--- src/rtl/vga_scan_timer.sv ---
// vga_scan_timer
//   640x480@60 scan generator running on the 25 MHz VGA_CLK. Publishes the
//   160x120 game-grid coordinate being scanned (xvga/yvga), accepts the colour
//   sprite_manager computes for that coordinate COLOR_LAT cycles later, and
//   drives sync, blank and RGB to the DAC so that all of them describe the
//   same pixel.  A one-cycle vblank_tick marks the start of vertical blank.
//
//   Pipeline:
//     p0 : h/v counters and the raw sync/active decode taken from them
//     p1 : grid coordinates (xvga/yvga), vblank_tick, and a delay line of
//          depth 1+COLOR_LAT for the raw sync/active bits
//     p2 : DAC output register, where the delayed sync/active meet the colour
//
//   Build option VGA_BORDER_EN: when defined, a 1-pixel white frame is drawn
//   around the active area (first/last column, first/last line), overriding
//   the colour input.  The border flag travels in the delay line beside the
//   active bit.  When undefined there is no override and no extra delay bits.

module vga_scan_timer #(
   parameter int H_ACTIVE    = 640,
   parameter int H_FP        = 16,
   parameter int H_SYNC      = 96,
   parameter int H_BP        = 48,
   parameter int V_ACTIVE    = 480,
   parameter int V_FP        = 10,
   parameter int V_SYNC      = 2,
   parameter int V_BP        = 33,
   parameter int SCALE_SHIFT = 2,
   parameter int COLOR_LAT   = 1
) (
   input  logic       VGA_CLK,
   input  logic       resetn,
   input  logic [2:0] color,
   output logic [7:0] xvga,
   output logic [6:0] yvga,
   output logic       vblank_tick,
   output logic       VGA_HS,
   output logic       VGA_VS,
   output logic       VGA_BLANK_N,
   output logic [7:0] VGA_R,
   output logic [7:0] VGA_G,
   output logic [7:0] VGA_B
);

   // Frame geometry
   localparam int H_TOTAL = H_ACTIVE + H_FP + H_SYNC + H_BP;
   localparam int V_TOTAL = V_ACTIVE + V_FP + V_SYNC + V_BP;
   localparam int HW      = $clog2(H_TOTAL);
   localparam int VW      = $clog2(V_TOTAL);

   // Sync/active delay so that they line up with the returned colour
   localparam int PIPE_D  = 1 + COLOR_LAT;

   // Counter-width copies of the timing landmarks
   localparam logic [HW-1:0] H_LAST   = HW'(H_TOTAL - 1);
   localparam logic [HW-1:0] H_ACT_L  = HW'(H_ACTIVE);
   localparam logic [HW-1:0] HS_BEG   = HW'(H_ACTIVE + H_FP);
   localparam logic [HW-1:0] HS_END   = HW'(H_ACTIVE + H_FP + H_SYNC - 1);
   localparam logic [VW-1:0] V_LAST   = VW'(V_TOTAL - 1);
   localparam logic [VW-1:0] V_ACT_L  = VW'(V_ACTIVE);
   localparam logic [VW-1:0] VS_BEG   = VW'(V_ACTIVE + V_FP);
   localparam logic [VW-1:0] VS_END   = VW'(V_ACTIVE + V_FP + V_SYNC - 1);
`ifdef VGA_BORDER_EN
   localparam logic [HW-1:0] H_EDGE_R = HW'(H_ACTIVE - 1);
   localparam logic [VW-1:0] V_EDGE_B = VW'(V_ACTIVE - 1);
`endif

   // Expands one colour bit to a full 8-bit channel; blanking wins over
   // everything, the white override wins over the colour bit.
   function automatic logic [7:0] chan_level(input logic bit_on,
                                             input logic act,
                                             input logic force_white);
      logic [7:0] lvl;
      lvl = 8'h00;
      if (act && (bit_on || force_white)) begin
         lvl = 8'hFF;
      end
      return lvl;
   endfunction

   // Stage p0: scan position
   logic [HW-1:0] h_cnt_p0;
   logic [VW-1:0] v_cnt_p0;

   // Stage p0: raw decode of the scan position
   logic          h_act_p0;
   logic          v_act_p0;
   logic          hs_raw_p0;
   logic          vs_raw_p0;
   logic          act_raw_p0;
   logic          tick_raw_p0;
   logic [7:0]    x_nxt_p0;
   logic [6:0]    y_nxt_p0;

   // Stage p1: delay line for sync/active, index PIPE_D-1 is the aligned end
   logic [PIPE_D-1:0] hs_dly_p1;
   logic [PIPE_D-1:0] vs_dly_p1;
   logic [PIPE_D-1:0] act_dly_p1;

   // Aligned view of the delay line as seen by the output register
   logic          hs_al;
   logic          vs_al;
   logic          act_al;
   logic          white_al;

`ifdef VGA_BORDER_EN
   logic              border_raw_p0;
   logic [PIPE_D-1:0] border_dly_p1;
`endif

   // Stage p0: horizontal counter wraps every line, vertical steps on that wrap
   always_ff @(posedge VGA_CLK or negedge resetn) begin
      if (!resetn) begin
         h_cnt_p0 <= '0;
         v_cnt_p0 <= '0;
      end else begin
         if (h_cnt_p0 == H_LAST) begin
            h_cnt_p0 <= '0;
            if (v_cnt_p0 == V_LAST) begin
               v_cnt_p0 <= '0;
            end else begin
               v_cnt_p0 <= v_cnt_p0 + VW'(1);
            end
         end else begin
            h_cnt_p0 <= h_cnt_p0 + HW'(1);
         end
      end
   end

   // Stage p0: decode sync windows, active area, grid cell and vblank start
   always_comb begin
      h_act_p0    = 1'b0;
      v_act_p0    = 1'b0;
      hs_raw_p0   = 1'b1;
      vs_raw_p0   = 1'b1;
      act_raw_p0  = 1'b0;
      tick_raw_p0 = 1'b0;
      x_nxt_p0    = '0;
      y_nxt_p0    = '0;

      h_act_p0    = (h_cnt_p0 < H_ACT_L);
      v_act_p0    = (v_cnt_p0 < V_ACT_L);
      hs_raw_p0   = ~((h_cnt_p0 >= HS_BEG) && (h_cnt_p0 <= HS_END));
      vs_raw_p0   = ~((v_cnt_p0 >= VS_BEG) && (v_cnt_p0 <= VS_END));
      act_raw_p0  = h_act_p0 && v_act_p0;
      tick_raw_p0 = (h_cnt_p0 == '0) && (v_cnt_p0 == V_ACT_L);

      // Outside the active span the grid coordinate parks at 0
      if (h_act_p0) begin
         x_nxt_p0 = 8'(h_cnt_p0 >> SCALE_SHIFT);
      end
      if (v_act_p0) begin
         y_nxt_p0 = 7'(v_cnt_p0 >> SCALE_SHIFT);
      end
   end

`ifdef VGA_BORDER_EN
   // Stage p0: flag the outermost ring of active pixels
   always_comb begin
      border_raw_p0 = 1'b0;
      border_raw_p0 = (h_cnt_p0 == '0) || (h_cnt_p0 == H_EDGE_R) ||
                      (v_cnt_p0 == '0) || (v_cnt_p0 == V_EDGE_B);
   end
`endif

   // Stage p1: grid coordinates for sprite_manager and the vblank pulse
   always_ff @(posedge VGA_CLK or negedge resetn) begin
      if (!resetn) begin
         xvga        <= '0;
         yvga        <= '0;
         vblank_tick <= 1'b0;
      end else begin
         xvga        <= x_nxt_p0;
         yvga        <= y_nxt_p0;
         vblank_tick <= tick_raw_p0;
      end
   end

   // Stage p1: delay sync/active by 1+COLOR_LAT so they meet the returned colour
   always_ff @(posedge VGA_CLK or negedge resetn) begin
      if (!resetn) begin
         hs_dly_p1  <= '1;
         vs_dly_p1  <= '1;
         act_dly_p1 <= '0;
      end else begin
         hs_dly_p1[0]  <= hs_raw_p0;
         vs_dly_p1[0]  <= vs_raw_p0;
         act_dly_p1[0] <= act_raw_p0;
         for (int i = 1; i < PIPE_D; i++) begin
            hs_dly_p1[i]  <= hs_dly_p1[i-1];
            vs_dly_p1[i]  <= vs_dly_p1[i-1];
            act_dly_p1[i] <= act_dly_p1[i-1];
         end
      end
   end

`ifdef VGA_BORDER_EN
   // Stage p1: border flag rides the same delay as the active bit
   always_ff @(posedge VGA_CLK or negedge resetn) begin
      if (!resetn) begin
         border_dly_p1 <= '0;
      end else begin
         border_dly_p1[0] <= border_raw_p0;
         for (int i = 1; i < PIPE_D; i++) begin
            border_dly_p1[i] <= border_dly_p1[i-1];
         end
      end
   end
`endif

   // Stage p1/p2 boundary: pick the aligned end of the delay line
   always_comb begin
      hs_al    = hs_dly_p1[PIPE_D-1];
      vs_al    = vs_dly_p1[PIPE_D-1];
      act_al   = act_dly_p1[PIPE_D-1];
`ifdef VGA_BORDER_EN
      white_al = border_dly_p1[PIPE_D-1];
`else
      white_al = 1'b0;
`endif
   end

   // Stage p2: DAC register, sync/blank and RGB all describe the same pixel
   always_ff @(posedge VGA_CLK or negedge resetn) begin
      if (!resetn) begin
         VGA_HS      <= 1'b1;
         VGA_VS      <= 1'b1;
         VGA_BLANK_N <= 1'b0;
         VGA_R       <= 8'h00;
         VGA_G       <= 8'h00;
         VGA_B       <= 8'h00;
      end else begin
         VGA_HS      <= hs_al;
         VGA_VS      <= vs_al;
         VGA_BLANK_N <= act_al;
         VGA_R       <= chan_level(color[2], act_al, white_al);
         VGA_G       <= chan_level(color[1], act_al, white_al);
         VGA_B       <= chan_level(color[0], act_al, white_al);
      end
   end

endmodule
--- config.mk ---
export PLATFORM = sky130hd
export DESIGN_NAME = vga_scan_timer
export DESIGN_NICKNAME = d
export VERILOG_FILES = /design/src/rtl/vga_scan_timer.sv
export SDC_FILE = /design/constraint.sdc
export NUM_CORES = 1
export LEC_CHECK = 0
export CORE_ASPECT_RATIO = 0.5
export CORE_MARGIN = 3
export CORE_UTILIZATION = 30
export DETAILED_ROUTE_END_ITERATION = 7
export SYNTH_ARGS = -nofsm -noshare
export SYNTH_HDL_FRONTEND = slang
export SYNTH_SLANG_ARGS = --single-unit
--- constraint.sdc ---
create_clock -name VGA_CLK -period 2.7 [get_ports VGA_CLK]
set_input_delay 0.81 -clock VGA_CLK [delete_from_list [all_inputs] [get_ports VGA_CLK]]
set_output_delay 0.81 -clock VGA_CLK [all_outputs]
set_load 0.01 [all_outputs]
# Yosys cells after proc, flatten, opt, wreduce, memory -nomap -nowiden
# Index checks and enable logic that the tools add are counted.
[word_totals]
output_inout_bits = 43
wordCells = 42
reg_bits = 69
inputBits = 5
[op_classes]
n_reduce_logical = 8
mux = 7
eq_ne = 3
bitwise_logic = 2
order_cmp = 6
add_sub_neg = 2
[ops]
columns = ["cell", "n"]
rows = [
  ["$mux 8", 4],
  ["$add 10x1->10 const B", 2],
  ["$eq 10x10->1 const B", 2],
  ["$mux 10", 2],
  ["$eq 10x9->1 const B", 1],
  ["$ge 10x10->1 const B", 1],
  ["$ge 10x9->1 const B", 1],
  ["$le 10x10->1 const B", 1],
  ["$le 10x9->1 const B", 1],
  ["$logic_not 10->1", 1],
  ["$lt 10x10->1 const B", 1],
  ["$lt 10x9->1 const B", 1],
  ["$logic_and 1x1->1", 7],
  ["$mux 7", 1],
  ["$not 1->1", 2],
]

# Longest topological paths before layout
[depth]
ltp_word = 3
depth_mapped = 6

# Worst setup path after synthesis
# Ideal clock, no wire load.
[synth_timing]
path_kind = "reg-to-reg"
start = "register h_cnt_p0[5]"
end = "register v_cnt_p0[9]"
required_ps = 2623
stages_incl_launch_ff = 7
synth_period_minus_slack_ps = 2178
path_slack_ps = 522
arrival_time_ps = 2100
path_cell_list = "dfrtp_1 > buf_6 > or4b_4 > or3_1 > buf_2 > or4_1 > a21oi_1"
[synth_via]
elab_chain_cells = 1
[synth_rtl]
columns = ["item", "line", "rtl"]
rows = [
  ["start, declared", "82", "logic [HW-1:0] h_cnt_p0;"],
  ["start signal, assigned", "125", "h_cnt_p0 <= h_cnt_p0 + HW'(1);"],
  ["$eq 10x10->1", "117", "if (h_cnt_p0 == H_LAST) begin"],
  ["end signal, assigned", "122", "v_cnt_p0 <= v_cnt_p0 + VW'(1);"],
  ["end, declared", "83", "logic [VW-1:0] v_cnt_p0;"],
]
# No other way between the ends.
# A chain may end at the register's enable or synchronous reset.

# Worst setup path after layout
# Same ends and word-level chain as after synthesis.

==> impl_metrics.tcl <==
set metrics [dict create \
    htree_num_levels 2 \
    async_flop_share_pct 100 \
    via_per_inst 4.55 \
    antenna_left 0 \
    worst_pin_slew_ps 710 \
    setup_viol 0 \
    drtIter0Drc 109 \
    clockBufferDepth 2 \
    routed_wl_mm 3.75 \
    grt_pass1_wl_mm 6.42 \
    first_global_vias 1312 \
    grt_remaining_overflow 0 \
    chipWidth_microns 123 \
    p_total_mw 1.53 \
    yosysTopAreaCellShare_pct 51.3 \
    pin_count 48 \
    grt_start_max_net_pins 20 \
    slew_violations 0 \
    yosysSeqAreaShare_pct 59.0 \
    synth.top_cells.by_count "dfrtp_1 (42), buf_4 (21), and2_1 (17), nand3_1 (12), nor2_1 (10)" \
    powerDensity_mw_per_mm2 579 \
    slew_headroom_pct 52.2 \
    die_height_microns 64.4 \
    ys_top_cells_by_area "dfrtp_1 (51%), dfstp_2 (7.7%), buf_4 (7.7%)" \
    drtPass1Iterations 4 \
    antenna_found_initial 0 \
    fin_crit_ps 2290 \
    critical_path.endpoint_type "register" \
    synth_edf_count 0 \
    ys.warnings.count 0 \
    vias 1360 \
    worstPathArrival_ps 2500 \
    port_buffers 47 \
    fillers 572 \
    gp_congestion 0.872 \
    postSynthCellCount 178 \
    hp-class "reg -> reg" \
    outcome "finished, final reports clean" \
    rows 20 \
    grtUsageTotal_pct 10.3 \
    cts-resized-gates 0 \
    yosysMostFrequentCell "dfrtp_1" \
    critPathKind "reg -> reg" \
    fp.dieArea_sq_mm 0.00791 \
    cp_max_fo 9 \
    antenna_cells 0 \
    crit_required_ps 2910 \
    ys_types 31 \
    cts_tree "yes" \
    drive_gt1_share_pct 9.00 \
    fin_skew_ps 3.60 \
    syn_area_per_cell_sq_um 11.5 \
    cts_num_sinks 48 \
    netlist_area_sq_mm 0.00205 \
    cts_buffers 5 \
    post-synth-top-area-cell "dfrtp_1" \
    core_area_sq_mm 0.00633 \
    p_leak_nw 1.13 \
    ir_drop_uv 259 \
    drc 0 \
    wl_per_cell_microns 12.6 \
    initial_utilization_pct 32.3 \
    hold_viol_final 0 \
    path_clk_slew_ps 60 \
    cp-start-kind "register" \
    maxCapViolCount 0 \
    cts_setup_buffers 0 \
    synth_seq_cells 48 \
    period_share_pct 84.8 \
    area_growth_pct 29.3 \
    syn_nets 187 \
    rsz0062_at_grt "no" \
    synthFlopType "dfrtp_1" \
    setup_tns_ps 0 \
    clock_latency_ps 290 \
    nets 219 \
    dp_hpwl_mm 2.69 \
    max_freq_mhz 437 \
    cts_root_buffer "clkbuf_16" \
    cts_hold_buf 0 \
]
-- layer usage --
layer	routed length [microns]	track usage, %	vias to the layer above	share of wire, %
li1	-	-	643	-
met1	1700	13.9	641	45
met2	1660	15.6	68	44
met3	337	2.53	8	9.0
met4	65	5.02	0	1.7
met5	0	0	-	0
-- state kept, by name, indices dropped and copies added (netlist names), 2 cells and up --
name	count
xvga	8
v_cnt_p0	10
vs_dly_p1	2
hs_dly_p1	2
act_dly_p1	2
yvga	7
h_cnt_p0	10
-- worst paths after layout --
| kind | slack (ps) | to | start | cells past startpoint |
|---|---|---|---|---|
| max | 410 | v_cnt_p0[9] | h_cnt_p0[5] | 4 |
| min | 350 | act_dly_p1[1] | act_dly_p1[0] | 0 |
| max reg2reg | 410 | v_cnt_p0[9] | h_cnt_p0[5] | 4 |
| min reg2reg | 350 | act_dly_p1[1] | act_dly_p1[0] | 0 |
| max in group asynchronous | 1700 | vs_dly_p1[1] | resetn | 2 |
| min in group asynchronous | 400 | VGA_R[6] | resetn | 1 |
-- power breakdown --
part | internal, mW | leakage (nW) | switching, mW
clock network | 0.487 | 0.0901 | 0.253
logic | 0.0371 | 0.442 | 0.0300
registers | 0.722 | 0.603 | 0.00396
-- stage by stage --
stage | cells | instance area, sq um | util (%) | hold slack [ps] | worst slack, ps
after floorplan | 178 | 2050 | - | 331 | 522
after global placement | 291 | 2460 | 38.9 | 335 | 494
after detailed placement | 291 | 2460 | 38.9 | 336 | 449
after CTS | 299 | 2650 | 41.8 | 357 | 434
after global routing | 299 | 2650 | 41.8 | 359 | 331
final | 299 | 2650 | 41.8 | 353 | 411
-- area by class of cell --
class	instances	area (sq um)	area share, %
well taps	88	110	4.16
inverters	6	22.5	0.851
clock buffers	7	153	5.77
clock inverters	1	30.0	1.13
flip-flops and latches	48	1210	45.7
multi-input cells	99	634	24.0
repair buffers	50	488	18.4
-- cells by family (layout without fill, tap and decap cells) --
kind of cell | after synthesis | count (layout) | share of synthesized area [%]
xor gates and xnor gates | 12 | 12 | 5.13
adders and majority gates | 4 | 4 | 2.45
buffers and inverters | 31 | 64 | 9.96
DFF | 48 | 48 | 59.0
and+or+nand+nor | 69 | 69 | 19.6
AOI/OAI and AO/OA | 14 | 14 | 3.85
-- placed cells by master (no fill, tap or decap), drive strengths merged, types with 5 or more instances in the layout --
master | synthesis | routed
and2 | 17 | 17
dfstp | 6 | 6
xnor2 | 7 | 7
xor2 | 5 | 5
clkdlybuf4s50 | 0 | 46
nor2 | 10 | 10
inv | 6 | 6
o21ai | 6 | 6
clkbuf | 2 | 7
nand3 | 12 | 12
dfrtp | 42 | 42
-- worst max-delay path: stages, from the launching register on --
cell and delay (ps):
dfrtp_1 450, or4b_4 600, or3_1 460, or4_1 540, a21oi_1 160
(Power assumes the default switching activity.)
